==> src/rtl/instr_fetch_unit_pkg.sv <==
// Shared types and constants for the instruction fetch unit and its benches.
package instr_fetch_unit_pkg;

  typedef enum logic [2:0] {
    IDLE = 3'd0,
    REQ  = 3'd1,
    WAIT = 3'd2,
    HOLD = 3'd3,
    ERR  = 3'd4
  } fetch_state_e;

  localparam logic [1:0] ERR_NONE     = 2'b00;
  localparam logic [1:0] ERR_MISALIGN = 2'b01;
  localparam logic [1:0] ERR_TIMEOUT  = 2'b10;

  localparam logic [31:0] NOP_INSTR = 32'h0000_0013;

endpackage

==> src/rtl/fetch_timeout_counter.sv <==
// Counts WAIT cycles; expired flags the enabled cycle in which the count reaches TIMEOUT.
module fetch_timeout_counter #(
  parameter int unsigned TIMEOUT = 16,
  parameter int unsigned CNT_W   = $clog2(TIMEOUT + 1)
) (
  input  logic clk,
  input  logic rst,
  input  logic clr,
  input  logic en,
  output logic expired
);

  logic [CNT_W-1:0] cnt;

  always_ff @(posedge clk or posedge rst) begin
    if (rst) begin
      cnt <= '0;
    end else if (clr) begin
      cnt <= '0;
    end else if (en) begin
      cnt <= cnt + CNT_W'(1);
    end
  end

  assign expired = en && (cnt == CNT_W'(TIMEOUT - 1));

endmodule

==> src/rtl/instr_fetch_unit.sv <==
// Fetches the word at pc over req/gnt/rvalid, holds it for decode, pulses inc on acceptance.
module instr_fetch_unit
  import instr_fetch_unit_pkg::*;
#(
  parameter int unsigned XLEN    = 32,
  parameter int unsigned TIMEOUT = 16,
  parameter int unsigned CNT_W   = $clog2(TIMEOUT + 1)
) (
  input  logic            clk,
  input  logic            rst,
  input  logic            fetch_en,
  input  logic            flush,
  input  logic [XLEN-1:0] pc,
  output logic            inc,
  output logic            mem_req,
  output logic [XLEN-1:0] mem_addr,
  input  logic            mem_gnt,
  input  logic            mem_rvalid,
  input  logic [XLEN-1:0] mem_rdata,
  output logic            instr_valid,
  output logic [XLEN-1:0] instr,
  output logic [XLEN-1:0] instr_pc,
  input  logic            instr_ready,
  output logic            err,
  output logic [1:0]      err_code
);

  fetch_state_e state;
  logic         discard;
  logic         expired;
  logic         misaligned;

  assign misaligned  = |pc[1:0];
  assign mem_req     = (state == REQ);
  assign mem_addr    = mem_req ? pc : '0;
  assign instr_valid = (state == HOLD);
  assign err         = (state == ERR);
  assign inc         = (state == HOLD) && instr_ready && !flush;

  fetch_timeout_counter #(
    .TIMEOUT (TIMEOUT),
    .CNT_W   (CNT_W)
  ) u_timeout (
    .clk     (clk),
    .rst     (rst),
    .clr     ((state != WAIT) || mem_rvalid),
    .en      (state == WAIT),
    .expired (expired)
  );

  // A flush in REQ takes priority over the alignment check: pc is being reloaded.
  always_ff @(posedge clk or posedge rst) begin
    if (rst) begin
      state    <= IDLE;
      instr    <= '0;
      instr_pc <= '0;
      err_code <= ERR_NONE;
      discard  <= 1'b0;
    end else begin
      case (state)
        IDLE: begin
          if (fetch_en) state <= REQ;
        end
        REQ: begin
          if (flush) begin
            state <= REQ;
          end else if (misaligned) begin
            state    <= ERR;
            err_code <= ERR_MISALIGN;
            instr    <= '0;
            instr_pc <= '0;
          end else if (mem_gnt) begin
            state    <= WAIT;
            instr_pc <= pc;
            discard  <= 1'b0;
          end
        end
        WAIT: begin
          if (mem_rvalid) begin
            discard <= 1'b0;
            if (discard || flush) begin
              state <= REQ;
            end else begin
              instr <= mem_rdata;
              state <= HOLD;
            end
          end else if (expired) begin
            state    <= ERR;
            err_code <= ERR_TIMEOUT;
            instr    <= '0;
            instr_pc <= '0;
            discard  <= 1'b0;
          end else if (flush) begin
            discard <= 1'b1;
          end
        end
        HOLD: begin
          if (flush) begin
            state <= REQ;
          end else if (instr_ready) begin
            state <= fetch_en ? REQ : IDLE;
          end
        end
        ERR: begin
          state <= ERR;
        end
        default: begin
          state <= IDLE;
        end
      endcase
    end
  end

endmodule

==> config.mk <==
export PLATFORM = sky130hd
export DESIGN_NAME = instr_fetch_unit
export DESIGN_NICKNAME = d
export VERILOG_FILES = /design/src/rtl/instr_fetch_unit_pkg.sv /design/src/rtl/fetch_timeout_counter.sv /design/src/rtl/instr_fetch_unit.sv
export SDC_FILE = /design/constraint.sdc
export NUM_CORES = 1
export LEC_CHECK = 0
export ABC_CLOCK_PERIOD_IN_PS = 2650
export CAP_MARGIN = 10
export CORE_MARGIN = 2
export CORE_UTILIZATION = 49
export CTS_BUF_LIST = sky130_fd_sc_hd__clkbuf_4 sky130_fd_sc_hd__clkbuf_8
export CTS_CLUSTER_DIAMETER = 80
export DETAILED_ROUTE_END_ITERATION = 12
export DONT_BUFFER_PORTS = 1
export GPL_TIMING_DRIVEN = 0
export PLACE_DENSITY = 0.7
export SLEW_MARGIN = 10
export SYNTH_ARGS = -nofsm -noshare
export SYNTH_HDL_FRONTEND = slang
export SYNTH_SLANG_ARGS = --single-unit
==> constraint.sdc <==
create_clock -name clk -period 2.65 [get_ports clk]
set_input_delay 0.265 -clock clk [delete_from_list [all_inputs] [get_ports clk]]
set_output_delay 0.265 -clock clk [all_outputs]
set_load 0.05 [all_outputs]
==> Implementation_results.wiki, run 1 <==
{| class="wikitable"
! Metric !! Value
|-
| Status || finished clean
|-
| Number of antenna violations at the first check in global routing || 0
|-
| Final routed DRC violation total || 0
|-
| Sequence of cells on the critical path || or3b_1 -> inv_2 -> clkbuf_1 -> and2_1
|-
| Data arrival, critical path || 2.24 ns
|-
| Total of warnings raised by yosys || 0
|-
| GRT overflow || 0
|-
| Number of buffers between clock root and the deepest sink || 2
|-
| Most numerous cell in the Yosys netlist || sky130_fd_sc_hd__dfrtp_1
|-
| Number of CTS-inserted buffers || 9
|-
| Hold Path Origin || mem_rdata[17]
|-
| Start of the worst register-to-register path || u_timeout.cnt[0]
|-
| Fraction of post-synthesis cell area in the top cell type by area || 0.502
|-
| Final Max Tran Viols || 0
|-
| Initial core utilization || 0.510
|-
| Unrepaired setup endpoints after global routing || no
|-
| Number of core rows || 31
|-
| Total of flip-flops plus latches after synthesis || 75
|-
| Final nets || between 400 and 500
|-
| Static leakage || around 1.8 nW
|-
| Clock tree from TritonCTS || yes
|-
| Number of nets still failing antenna checks after routing || 0
|-
| Total inserted antenna cells || 0
|-
| Highest clock frequency the design can meet || 0.399 GHz
|-
| Routability-driven placement congestion ratio || roughly 0.8
|-
| Maximum fanout along the worst path || 10
|-
| Total Die Area || roughly 8300 sq um
|-
| Class of the tightest hold or removal check || input pin to register
|-
| Cell count after synthesis || 386
|-
| Relative slew slack || 0.377
|-
| Clock tree root driver cell || sky130_fd_sc_hd__clkbuf_8
|-
| Die width || just over 90 um
|-
| Violation count after the first detailed-routing iteration || 106
|-
| Core ar. || 7330 sq um
|-
| Largest net degree at the start of global routing || 53
|-
| Post-Synthesis Net Count || 459
|-
| Wire length of the first global-routing pass || 12900 um
|-
| Netlist area before placement || roughly 3700 sq um
|-
| Number of top-level design ports || 173
|-
| Critical register-to-register path endpoint || instr[4]
|-
| Clock skew after layout || between 0.01 and 0.015 ns
|-
| Relative contribution of sequential cells to total power || 0.477
|-
| Final cycle utilization of the critical path || 0.945
|-
| Sum of negative setup slack || 0 ns
|-
| Share of post-route cells with drive strength above 1 || 0.126
|-
| Worst Hold Slack || ~0.050 ns
|-
| Synth Area per Inst || ~9.7 sq um
|-
| Worst setup slack for register-to-register paths || roughly 0.30 ns
|-
| Critical Path RT || between 2 and 2.5 ns
|-
| Clock transition time at the flip-flop clock pins of the worst setup and hold paths || approximately 0.080 ns
|-
| CP Capture Type || output port
|-
| Total setup violations reported at the end of the flow || 0
|-
| Cells on Worst Hold Path || 2
|-
| Detailed-placement wirelength estimate || roughly 6000 um
|-
| Number of fill cells in the layout || ~640
|-
| List of most frequent post-synthesis cells || sky130_fd_sc_hd__dfrtp_1, sky130_fd_sc_hd__inv_1, sky130_fd_sc_hd__nand2_1
|-
| Number of hold violations in the final report || 0
|-
| GRT Overall Usage || 0.195
|-
| Via count || 2597
|-
| Count of cell types in the netlist || 45
|-
| Power Internal || 2.55 mW
|-
| Post-synth EDFFs || 0
|-
| Input/output buffers || 0
|-
| Worst Hold Path EP || instr[17]
|-
| Drt wl/cell || approximately 16 um
|-
| Transition time at the pin with the least slew margin || between 0.9 and 1 ns
|-
| Vertical die dimension || approximately 91 um
|-
| Startpoint type of the worst setup path || register
|-
| Leading cell types by total area after synthesis || sky130_fd_sc_hd__dfrtp_1, sky130_fd_sc_hd__mux2i_1, sky130_fd_sc_hd__inv_1
|-
| Cell Pwr Density || about 1200 nW/um^2
|-
| Seq/Total Area, Yosys || 0.502
|-
| Crit path kind || register to output port
|-
| Number of detailed-route iterations in the first pass || 5
|-
| Commonest register cell after synthesis || sky130_fd_sc_hd__dfrtp_1
|-
| Proportion of power drawn by combinational gates || 0.318
|-
| Post-route total power || about 5.2 mW
|-
| Maximum ir drop on the vdd rail || 0.712 mV
|-
| Minimum period implied by the final worst setup slack || about 2.5 ns
|-
| Crit path largest cell delay || 0.49 ns
|-
| TritonCTS sink count || 75
|-
| Part of the total power dissipated in the clock network || 0.206
|-
| Max cap viols || 0
|-
| CTS H-Tree Depth || 3
|-
| Cell with the largest stage delay on the worst path || sky130_fd_sc_hd__and2_1
|-
| Net switching power figure || between 2 and 3 mW
|-
| Vias in the first global route || around 2600
|-
| Via count normalized by instance count || approximately 5
|-
| Final Routed Wirelength || about 8000 um
|-
| Layout-stage area growth over the synthesis result || 12.0%
|-
| Cell type with the highest aggregate area in the netlist || sky130_fd_sc_hd__dfrtp_1
|-
| Worst-Skew Late Latency || between 0.3 and 0.4 ns
|-
| Switch share || 0.510
|-
| Async set-reset flop share out of synthesis || 1.00
|-
| Number of cells traversed by the worst register-to-register path || 9
|}
-- routing by layer --
metal  up-vias  global-route usage  wire [um]
li1       1231                   -          -
met1      1238               0.233       3210
met2       112               0.323       4020
met3        16              0.0531        553
met4         0               0.104        210
met5         -                   0          0
-- area by class of cell --
class | count | area [sq um] | share of cell area
Multi-Input combinational cell | 219 | 1500 | 0.359
Clock buffer | 11 | 145 | 0.0347
Tap cell | 99 | 124 | 0.0296
Timing Repair Buffer | 4 | 52.6 | 0.0126
Sequential cell | 75 | 1880 | 0.449
Clock inverter | 4 | 98.8 | 0.0236
Inverter | 71 | 269 | 0.0643
Buffer | 21 | 116 | 0.0278
-- sequential cells by signal, indices dropped and copies added (netlist names) --
register,flops
instr,32
instr_pc,32
u_timeout.cnt,5
state,3
err_code,2
discard,1
-- layout by cell type (no fill, tap or decap), drive strengths merged, types with 2 or more instances in the layout --
master,synthesis,layout
ha,2,2
buf,9,12
nor3,3,3
a21oi,5,5
nor2,16,16
or4,2,2
bufinv,0,3
and2,32,32
dfrtp,75,75
mux2i,62,62
nor2b,2,2
o31a,2,2
and3,2,2
clkbuf,12,23
o21ai,2,2
nand2,64,64
or3b,2,2
inv,71,71
-- metrics by stage --
| stage | utilization | area [sq um] | instances | worst slack, ns |
|---|---|---|---|---|
| 2_1_floorplan | - | 3740 | 386 | 0.299 |
| 3_3_place_gp | 0.527 | 3860 | 485 | -0.363 |
| 3_5_place_dp | 0.531 | 3890 | 486 | 0.0858 |
| 4_1_cts | 0.565 | 4150 | 502 | 0.00644 |
| 5_1_grt | 0.571 | 4180 | 504 | 0.0233 |
| 6_report | 0.571 | 4180 | 504 | 0.145 |
-- kinds of logic after synthesis --
logic type	share of synthesized area
AOI/OAI and AO/OA	0.0452
xor gates and xnor gates	0.00469
adders and majority gates	0.00670
buffers and inverters	0.102
DFF	0.502
muxes	0.166
and+or+nand+nor	0.173
-- critical path, delay by kind of cell (launching register included) --
| kind | cells | cell delay (ns) |
|---|---|---|
| and+or+nand+nor | 2 | 0.97 |
| DFF | 1 | 0.46 |
| buffers and inverters | 2 | 0.46 |
-- power by group through the flow --
stage | combinational (mW) | sequential [mW] | clock, mW
final | 1.65 | 2.48 | 1.07
after global routing | 1.78 | 2.51 | 1.15
after CTS | 1.63 | 2.48 | 1.10
after detailed placement | 1.63 | 2.50 | 0
after global placement | 1.59 | 2.50 | 0
after floorplan | 1.44 | 2.43 | 0
-- worst max path at each step --
stage	end	startpoint	cells past startpoint
global placement	instr[24]	rst	1
CTS	mem_addr[22]	state[1]	4
global route	mem_addr[2]	state[1]	4
finish	mem_addr[10]	state[1]	4
detailed placement	mem_addr[22]	state[1]	4
floorplan	mem_addr[22]	state[1]	4
-- timing repair --
item	CTS	global route
gates resized for setup	1	19
hold buffers	1	0
pin swaps	0	1
endpoints found under the hold margin	23	0
setup endpoints to repair	9	22
setup buffers	0	2
Power figures use the tool's default switching activity.
==> run 2: changes to the inputs <==
--- a/config.mk
+++ b/config.mk
@@ -5,11 +5,9 @@
 export SDC_FILE = /design/constraint.sdc
 export NUM_CORES = 1
 export LEC_CHECK = 0
-export ABC_CLOCK_PERIOD_IN_PS = 2650
-export CAP_MARGIN = 10
 export CORE_MARGIN = 2
 export CORE_UTILIZATION = 49
-export CTS_BUF_LIST = sky130_fd_sc_hd__clkbuf_4 sky130_fd_sc_hd__clkbuf_8
+export CTS_BUF_LIST = sky130_fd_sc_hd__clkbuf_4
 export CTS_CLUSTER_DIAMETER = 80
 export DETAILED_ROUTE_END_ITERATION = 12
 export DONT_BUFFER_PORTS = 1
==> run 2 against run 1 <==
Clock-buffer cell count decreased by 1. Non-clock buffer count increased by 61. Design area increased by 13%. Via count increased by 11%. Highest routed layer unchanged.
==> Implementation_results.wiki, run 2 (synthesis gave the netlist of run 1 again) <==
{| class="wikitable"
! Metric !! Value
|-
| Crit path largest cell delay || 0.48 ns (about the same)
|-
| GRT overflow || 0 (unchanged)
|-
| Relative slew slack || 0.375 (-0.00263)
|-
| Number of buffers between clock root and the deepest sink || 2 (unchanged)
|-
| Number of CTS-inserted buffers || 9 (unchanged)
|-
| Wire length of the first global-routing pass || 14700 um (+14%)
|-
| Clock transition time at the flip-flop clock pins of the worst setup and hold paths || 0.12 ns (+0.04 ns)
|-
| Number of nets still failing antenna checks after routing || 0 (unchanged)
|-
| Number of cells traversed by the worst register-to-register path || 9 (unchanged)
|-
| Relative contribution of sequential cells to total power || 0.485 (+0.008)
|-
| Final nets || 535 (+13%)
|-
| Layout-stage area growth over the synthesis result || 27.0%
|-
| Minimum period implied by the final worst setup slack || 2.52 ns (+0.0183 ns)
|-
| Final cell count without fillers || 565 (+12%)
|-
| Via count || 2872 (+11%)
|-
| Crit path kind || register to output port
|-
| Routability-driven placement congestion ratio || 0.808 (unchanged)
|-
| Commonest cells after routing, fill and taps aside || sky130_fd_sc_hd__dfrtp_1, sky130_fd_sc_hd__inv_1, sky130_fd_sc_hd__nand2_1
|-
| Cell Pwr Density || 1080 nW/um^2 (-13%)
|-
| Sequence of cells on the critical path || or3b_1 -> inv_2 -> clkbuf_1 -> and2_2
|-
| Proportion of power drawn by combinational gates || 0.344 (+0.026)
|-
| Clock tree root driver cell || sky130_fd_sc_hd__clkbuf_4
|-
| Cell with the largest stage delay on the worst path || sky130_fd_sc_hd__or3b_1
|-
| Hold Path Origin || pc[29]
|-
| Share of post-route cells with drive strength above 1 || 0.129 (+0.00283)
|-
| Number of fill cells in the layout || 568 (-11%)
|-
| Final Max Tran Viols || 0 (unchanged)
|-
| Final routed DRC violation total || 0 (unchanged)
|-
| Total setup violations reported at the end of the flow || 0 (unchanged)
|-
| Final Routed Wirelength || 9150 um (+15%)
|-
| Clock tree from TritonCTS || yes
|-
| Clock skew after layout || 0.0173 ns (+0.00360 ns)
|-
| Data arrival, critical path || 2.26 ns (+0.02 ns)
|-
| Net switching power figure || 2.68 mW (+1.1%)
|-
| Placed instance count || 486 (unchanged)
|-
| Maximum ir drop on the vdd rail || 0.764 mV (+7.3%)
|-
| Initial core utilization || 0.510 (unchanged)
|-
| Max layer used || met4
|-
| Class of the tightest hold or removal check || input pin to register
|-
| Cell family with most CP delay || simple AND/OR/NAND/NOR gates
|-
| Drt wl/cell || 16.2 um (+2.2%)
|-
| Total Die Area || 8340 sq um (unchanged)
|-
| Vias in the first global route || 3091 (+18%)
|-
| Max cap viols || 0 (unchanged)
|-
| Largest net degree at the start of global routing || 53 (unchanged)
|-
| Final cycle utilization of the critical path || 0.952 (+0.00689)
|-
| TritonCTS sink count || 75 (unchanged)
|-
| Routed wire length on met2 || 4940 um (+23%)
|-
| Number of hold violations in the final report || 0 (unchanged)
|-
| Worst setup slack for register-to-register paths || 0.27 ns (-0.03 ns)
|-
| Switch share || 0.523 (+0.0129)
|-
| Start of the worst register-to-register path || u_timeout.cnt[0]
|-
| CTS H-Tree Depth || 3 (unchanged)
|-
| Number of antenna violations at the first check in global routing || 0 (unchanged)
|-
| Highest clock frequency the design can meet || 0.396 GHz (-0.72%)
|-
| Worst Path Buf+Inv || 2 (unchanged)
|-
| Maximum fanout along the worst path || 10 (unchanged)
|-
| Worst Hold Path EP || instr_pc[29]
|-
| Cells on Worst Hold Path || 2 (unchanged)
|-
| Number of top-level design ports || 173 (unchanged)
|-
| Number of detailed-route iterations in the first pass || 4 (-1)
|-
| Vertical die dimension || 91.3 um (unchanged)
|-
| Status || finished clean
|-
| Most common cell after layout, fill and taps aside || sky130_fd_sc_hd__dfrtp_1
|-
| Static leakage || 2.07 nW (+13%)
|-
| CP Capture Type || output port
|-
| Worst-Skew Late Latency || 0.40 ns (+0.06 ns)
|-
| Unrepaired setup endpoints after global routing || no
|-
| Total length of routed met3 wires || 493 um (-11%)
|-
| Critical Path RT || 2.38 ns (about the same)
|-
| Number of core rows || 31 (unchanged)
|-
| Post-route total power || 5.12 mW (-1.4%)
|-
| GRT Overall Usage || 0.223 (+0.0275)
|-
| Total inserted antenna cells || 0 (unchanged)
|-
| Detailed-placement wirelength estimate || 5960 um (unchanged)
|-
| Wl on met1 || 3530 um (+10%)
|-
| Largest registers || instr: 32 flops, instr_pc: 32 flops, u_timeout.cnt: 5 flops
|-
| Power Internal || 2.44 mW (-4.0%)
|-
| Part of the total power dissipated in the clock network || 0.171 (-0.035)
|-
| Violation count after the first detailed-routing iteration || 122 (+15%)
|-
| Core ar. || 7330 sq um (unchanged)
|-
| Transition time at the pin with the least slew margin || 0.934 ns (+0.00393 ns)
|-
| Critical register-to-register path endpoint || instr[7]
|-
| Via count normalized by instance count || 5.08 (-1.4%)
|-
| Startpoint type of the worst setup path || register
|-
| Input/output buffers || 0 (unchanged)
|-
| Die width || 91.3 um (unchanged)
|}
-- run 2: cell count changes in the layout (fill, tap and decap cells not counted) --
cell                            delta
sky130_fd_sc_hd__and2_2           +10
sky130_fd_sc_hd__dlygate4sd3_1    +61
sky130_fd_sc_hd__clkbuf_2          -1
sky130_fd_sc_hd__clkinv_1          +1
sky130_fd_sc_hd__and2_1           -10
sky130_fd_sc_hd__clkbuf_4         +10
sky130_fd_sc_hd__clkbuf_8         -10
-- run 2: cell type report --
cell class / instances / area [sq um] / share of cell area
sequential: 75 / 1880 / 0.396
multi-input combinational: 219 / 1510 / 0.319
timing repair buffer: 65 / 663 / 0.140
inverter: 71 / 269 / 0.0567
tap: 99 / 124 / 0.0261
buffer: 21 / 119 / 0.0251
clock inverter: 5 / 103 / 0.0216
clock buffer: 10 / 75.1 / 0.0158
-- run 2: worst max path at each step --
stage,slack [ns],startpoint,end,cells past startpoint
after floorplan,0.30,state[1],mem_addr[22],4
after global placement,-0.36,rst,instr[24],1
after detailed placement,0.09,state[1],mem_addr[22],4
after CTS,0.001,state[1],mem_addr[20],4
after global routing,0.004,state[1],mem_addr[2],4
final,0.13,state[1],mem_addr[9],4
-- run 2: per-stage QoR --
stage | util | hold WS, ns | worst slack [ns] | area, sq um | TNS [ns]
floorplan | - | 0.403 | 0.299 | 3740 | 0
global placement | 0.527 | 0.405 | -0.363 | 3860 | -26.91
detailed placement | 0.531 | 0.130 | 0.0858 | 3890 | 0
CTS | 0.642 | 0.00525 | 0.00107 | 4700 | 0
global route | 0.647 | 0.0000877 | 0.00410 | 4740 | 0
finish | 0.647 | 0.0258 | 0.127 | 4740 | 0
-- run 2: per-layer routing --
layer | up-vias | track usage
met5 | - | 0
met4 | 0 | 0.101
met3 | 16 | 0.0490
met2 | 108 | 0.399
met1 | 1391 | 0.253
li1 | 1357 | -
-- run 2: power by group through the flow --
| stage | sequential (mW) | combinational, mW | clock (mW) |
|---|---|---|---|
| final | 2.49 | 1.76 | 0.874 |
| after global routing | 2.52 | 1.89 | 0.950 |
| after CTS | 2.48 | 1.71 | 0.898 |
| after detailed placement | 2.50 | 1.63 | 0 |
| after global placement | 2.50 | 1.59 | 0 |
| after floorplan | 2.43 | 1.44 | 0 |
-- run 2: what timing repair did --
action	CTS	global route
hold buffers	62	0
endpoints found under the setup margin	12	40
buffers inserted	0	2
cloned	0	0
pin swaps	0	1
resized for setup	13	19
hold endpoints to repair	84	0
==> run 3: changes to the inputs <==
==> constraint.sdc (replaced) <==
create_clock -name clk -period 2.8 [get_ports clk]
set_input_delay 0.28 -clock clk [delete_from_list [all_inputs] [get_ports clk]]
set_output_delay 0.28 -clock clk [all_outputs]
set_load 0.05 [all_outputs]
==> run 3 against run 2 <==
Design area down 1.7%. Combinational power down 8%. Sequential share of layout area up 0.70 points. Clock power down 5.7%. Wire length down 2.9%. Critical endpoint is now mem_addr[15]. Largest power group unchanged.
==> Implementation_results.wiki, run 3 (synthesis gave the netlist of run 1 again) <==
{| class="wikitable"
! Metric !! Value
|-
| Status || finished clean
|-
| Number of hold violations in the final report || 0 (unchanged)
|-
| CTS H-Tree Depth || 3 (unchanged)
|-
| TritonCTS sink count || 75 (unchanged)
|-
| Largest net degree at the start of global routing || 53 (unchanged)
|-
| Number of detailed-route iterations in the first pass || 4 (unchanged)
|-
| Maximum fanout along the worst path || 10 (unchanged)
|-
| Input/output buffers || 0 (unchanged)
|-
| Final routed DRC violation total || 0 (unchanged)
|-
| GRT overflow || 0 (unchanged)
|-
| Number of buffers between clock root and the deepest sink || 2 (unchanged)
|-
| Commonest cells after routing, fill and taps aside || sky130_fd_sc_hd__dfrtp_1, sky130_fd_sc_hd__inv_1, sky130_fd_sc_hd__nand2_1
|-
| Number of top-level design ports || 173 (unchanged)
|-
| Core ar. || 7330 sq um (unchanged)
|-
| Final std cell area, no fill || 4660 sq um (-1.7%)
|-
| Crit path kind || register to output port
|-
| Number of CTS-inserted buffers || 9 (unchanged)
|-
| Cell family with most CP delay || simple AND/OR/NAND/NOR gates
|-
| Number of antenna violations at the first check in global routing || 0 (unchanged)
|-
| Total setup violations reported at the end of the flow || 0 (unchanged)
|-
| Clock skew after layout || 0.0156 ns (-0.00173 ns)
|-
| Initial core utilization || 0.510 (unchanged)
|-
| GRT Overall Usage || 0.219 (-0.00392)
|-
| Final cell count without fillers || 559 (-1.1%)
|-
| Total inserted antenna cells || 0 (unchanged)
|-
| Highest clock frequency the design can meet || 0.377 GHz
|-
| Max cap viols || 0 (unchanged)
|-
| Layout-stage area growth over the synthesis result || 24.7%
|-
| Number of nets still failing antenna checks after routing || 0 (unchanged)
|-
| Via count || 2862 (-0.35%)
|-
| Maximum ir drop on the vdd rail || 0.711 mV (-6.9%)
|-
| Share of post-route cells with drive strength above 1 || 0.0826 (-0.0461)
|-
| Placed instance count || 486 (unchanged)
|-
| Minimum period implied by the final worst setup slack || between 2 and 3 ns
|-
| Vias in the first global route || 3042 (-1.6%)
|-
| Wire length of the first global-routing pass || 14500 um (-0.99%)
|-
| Violation count after the first detailed-routing iteration || 152 (+25%)
|-
| Number of core rows || 31 (unchanged)
|-
| Worst-Skew Late Latency || 0.40 ns (about the same)
|-
| Data arrival, critical path || 2.38 ns (+0.12 ns)
|-
| Most common cell after layout, fill and taps aside || sky130_fd_sc_hd__dfrtp_1
|-
| Clock tree from TritonCTS || yes
|-
| Static leakage || 2.02 nW (-2.1%)
|-
| Unrepaired setup endpoints after global routing || no
|-
| Worst setup slack for register-to-register paths || 0.29 ns (+0.02 ns)
|-
| Cell area after placement || 3890 sq um (unchanged)
|-
| Drt wl/cell || 15.9 um (-1.8%)
|-
| Cell with the largest stage delay on the worst path || sky130_fd_sc_hd__and2_1
|-
| Clock transition time at the flip-flop clock pins of the worst setup and hold paths || 0.12 ns (about the same)
|-
| Cell Pwr Density || 1030 nW/um^2 (-4.6%)
|-
| Startpoint type of the worst setup path || register
|-
| Largest registers || instr: 32 flops, instr_pc: 32 flops, u_timeout.cnt: 5 flops
|-
| Die width || 91.3 um (unchanged)
|-
| Final cycle utilization of the critical path || 0.948
|-
| Vertical die dimension || 91.3 um (unchanged)
|-
| Routability-driven placement congestion ratio || 0.808 (unchanged)
|-
| Total Die Area || 8340 sq um (unchanged)
|-
| Final Max Tran Viols || 0 (unchanged)
|-
| Worst Path Buf+Inv || 2 (unchanged)
|-
| Sequence of cells on the critical path || or3b_1 -> inv_2 -> clkbuf_1 -> and2_1
|-
| Final Routed Wirelength || 8890 um (-2.9%)
|-
| Via count normalized by instance count || 5.12 (+0.72%)
|-
| Clock tree root driver cell || sky130_fd_sc_hd__clkbuf_4
|-
| Final Core Density || 0.636 (-0.0113)
|-
| Detailed-placement wirelength estimate || 5960 um (unchanged)
|-
| Post-route total power || 4.80 mW (-6.3%)
|-
| Setup ws final || 0.145 ns (+0.0181 ns)
|-
| Post-CTS Setup Repair Bufs || 0 (unchanged)
|-
| Final nets || 529 (-1.1%)
|-
| Critical Path RT || 2.52 ns (+0.14 ns)
|-
| Class of the tightest hold or removal check || input pin to register
|-
| CP Capture Type || output port
|-
| Transition time at the pin with the least slew margin || 0.931 ns (-0.00391 ns)
|-
| Post-placement worst setup slack || 0.221 ns (+0.135 ns)
|-
| Crit path largest cell delay || 0.51 ns (+0.03 ns)
|-
| Relative slew slack || 0.377 (+0.00261)
|}
## run 3: cell type report
class	count	area [sq um]
clock inverter	5	103
multi-input combinational	219	1490
clock buffer	10	75.1
timing repair buffer	59	608
buffer	21	116
fill	576	2670
sequential	75	1880
inverter	71	269
tap	99	124
## run 3: stage by stage
step                      hold slack, ns  setup TNS [ns]
after floorplan                    0.418               0
after global placement             0.420          -16.79
after detailed placement           0.145               0
after CTS                        0.00101               0
after global routing             0.00346               0
final                             0.0264               0
## run 3: power breakdown
part           switching, mW  leakage (nW)  internal (mW)  total (mW)
combinational           1.13         0.906          0.497        1.62
clock                  0.367        0.0941          0.457       0.824
sequential              1.04          1.02           1.32        2.35
total                   2.53          2.02           2.27        4.80
## run 3: final timing paths
check                                 start                to  depth (start not counted)
min                            mem_rdata[0]          instr[0]                          2
min in group asynchronous               rst      instr_pc[30]                          2
max in group asynchronous               rst  u_timeout.cnt[1]                          3
min reg2reg                u_timeout.cnt[0]  u_timeout.cnt[0]                          1
max                                state[1]      mem_addr[15]                          4
max reg2reg                u_timeout.cnt[0]          instr[7]                          8
## run 3: worst register-to-register path: stages (launching register included)
cell                        delay [ns]
sky130_fd_sc_hd__dfrtp_1          0.39
sky130_fd_sc_hd__ha_1             0.19
sky130_fd_sc_hd__and3_1           0.17
sky130_fd_sc_hd__ha_1             0.19
sky130_fd_sc_hd__nor2_1           0.09
sky130_fd_sc_hd__o31a_2           0.33
sky130_fd_sc_hd__a2111oi_4        0.58
sky130_fd_sc_hd__buf_6            0.26
sky130_fd_sc_hd__mux2i_1          0.23
## run 3: repair_timing
item	in CTS	in global routing
hold buffers	57	1
cloned	0	0
endpoints found under the setup margin	9	9
pin swaps	0	0
resized for setup	1	9
hold endpoints to repair	79	1
## run 3: routing by layer
| metal | global-route usage | vias up | routed length [um] |
|---|---|---|---|
| li1 | - | 1349 | - |
| met1 | 0.253 | 1385 | 3510 |
| met2 | 0.387 | 113 | 4710 |
| met3 | 0.0515 | 15 | 504 |
| met4 | 0.0934 | 0 | 167 |
| met5 | 0 | - | 0 |
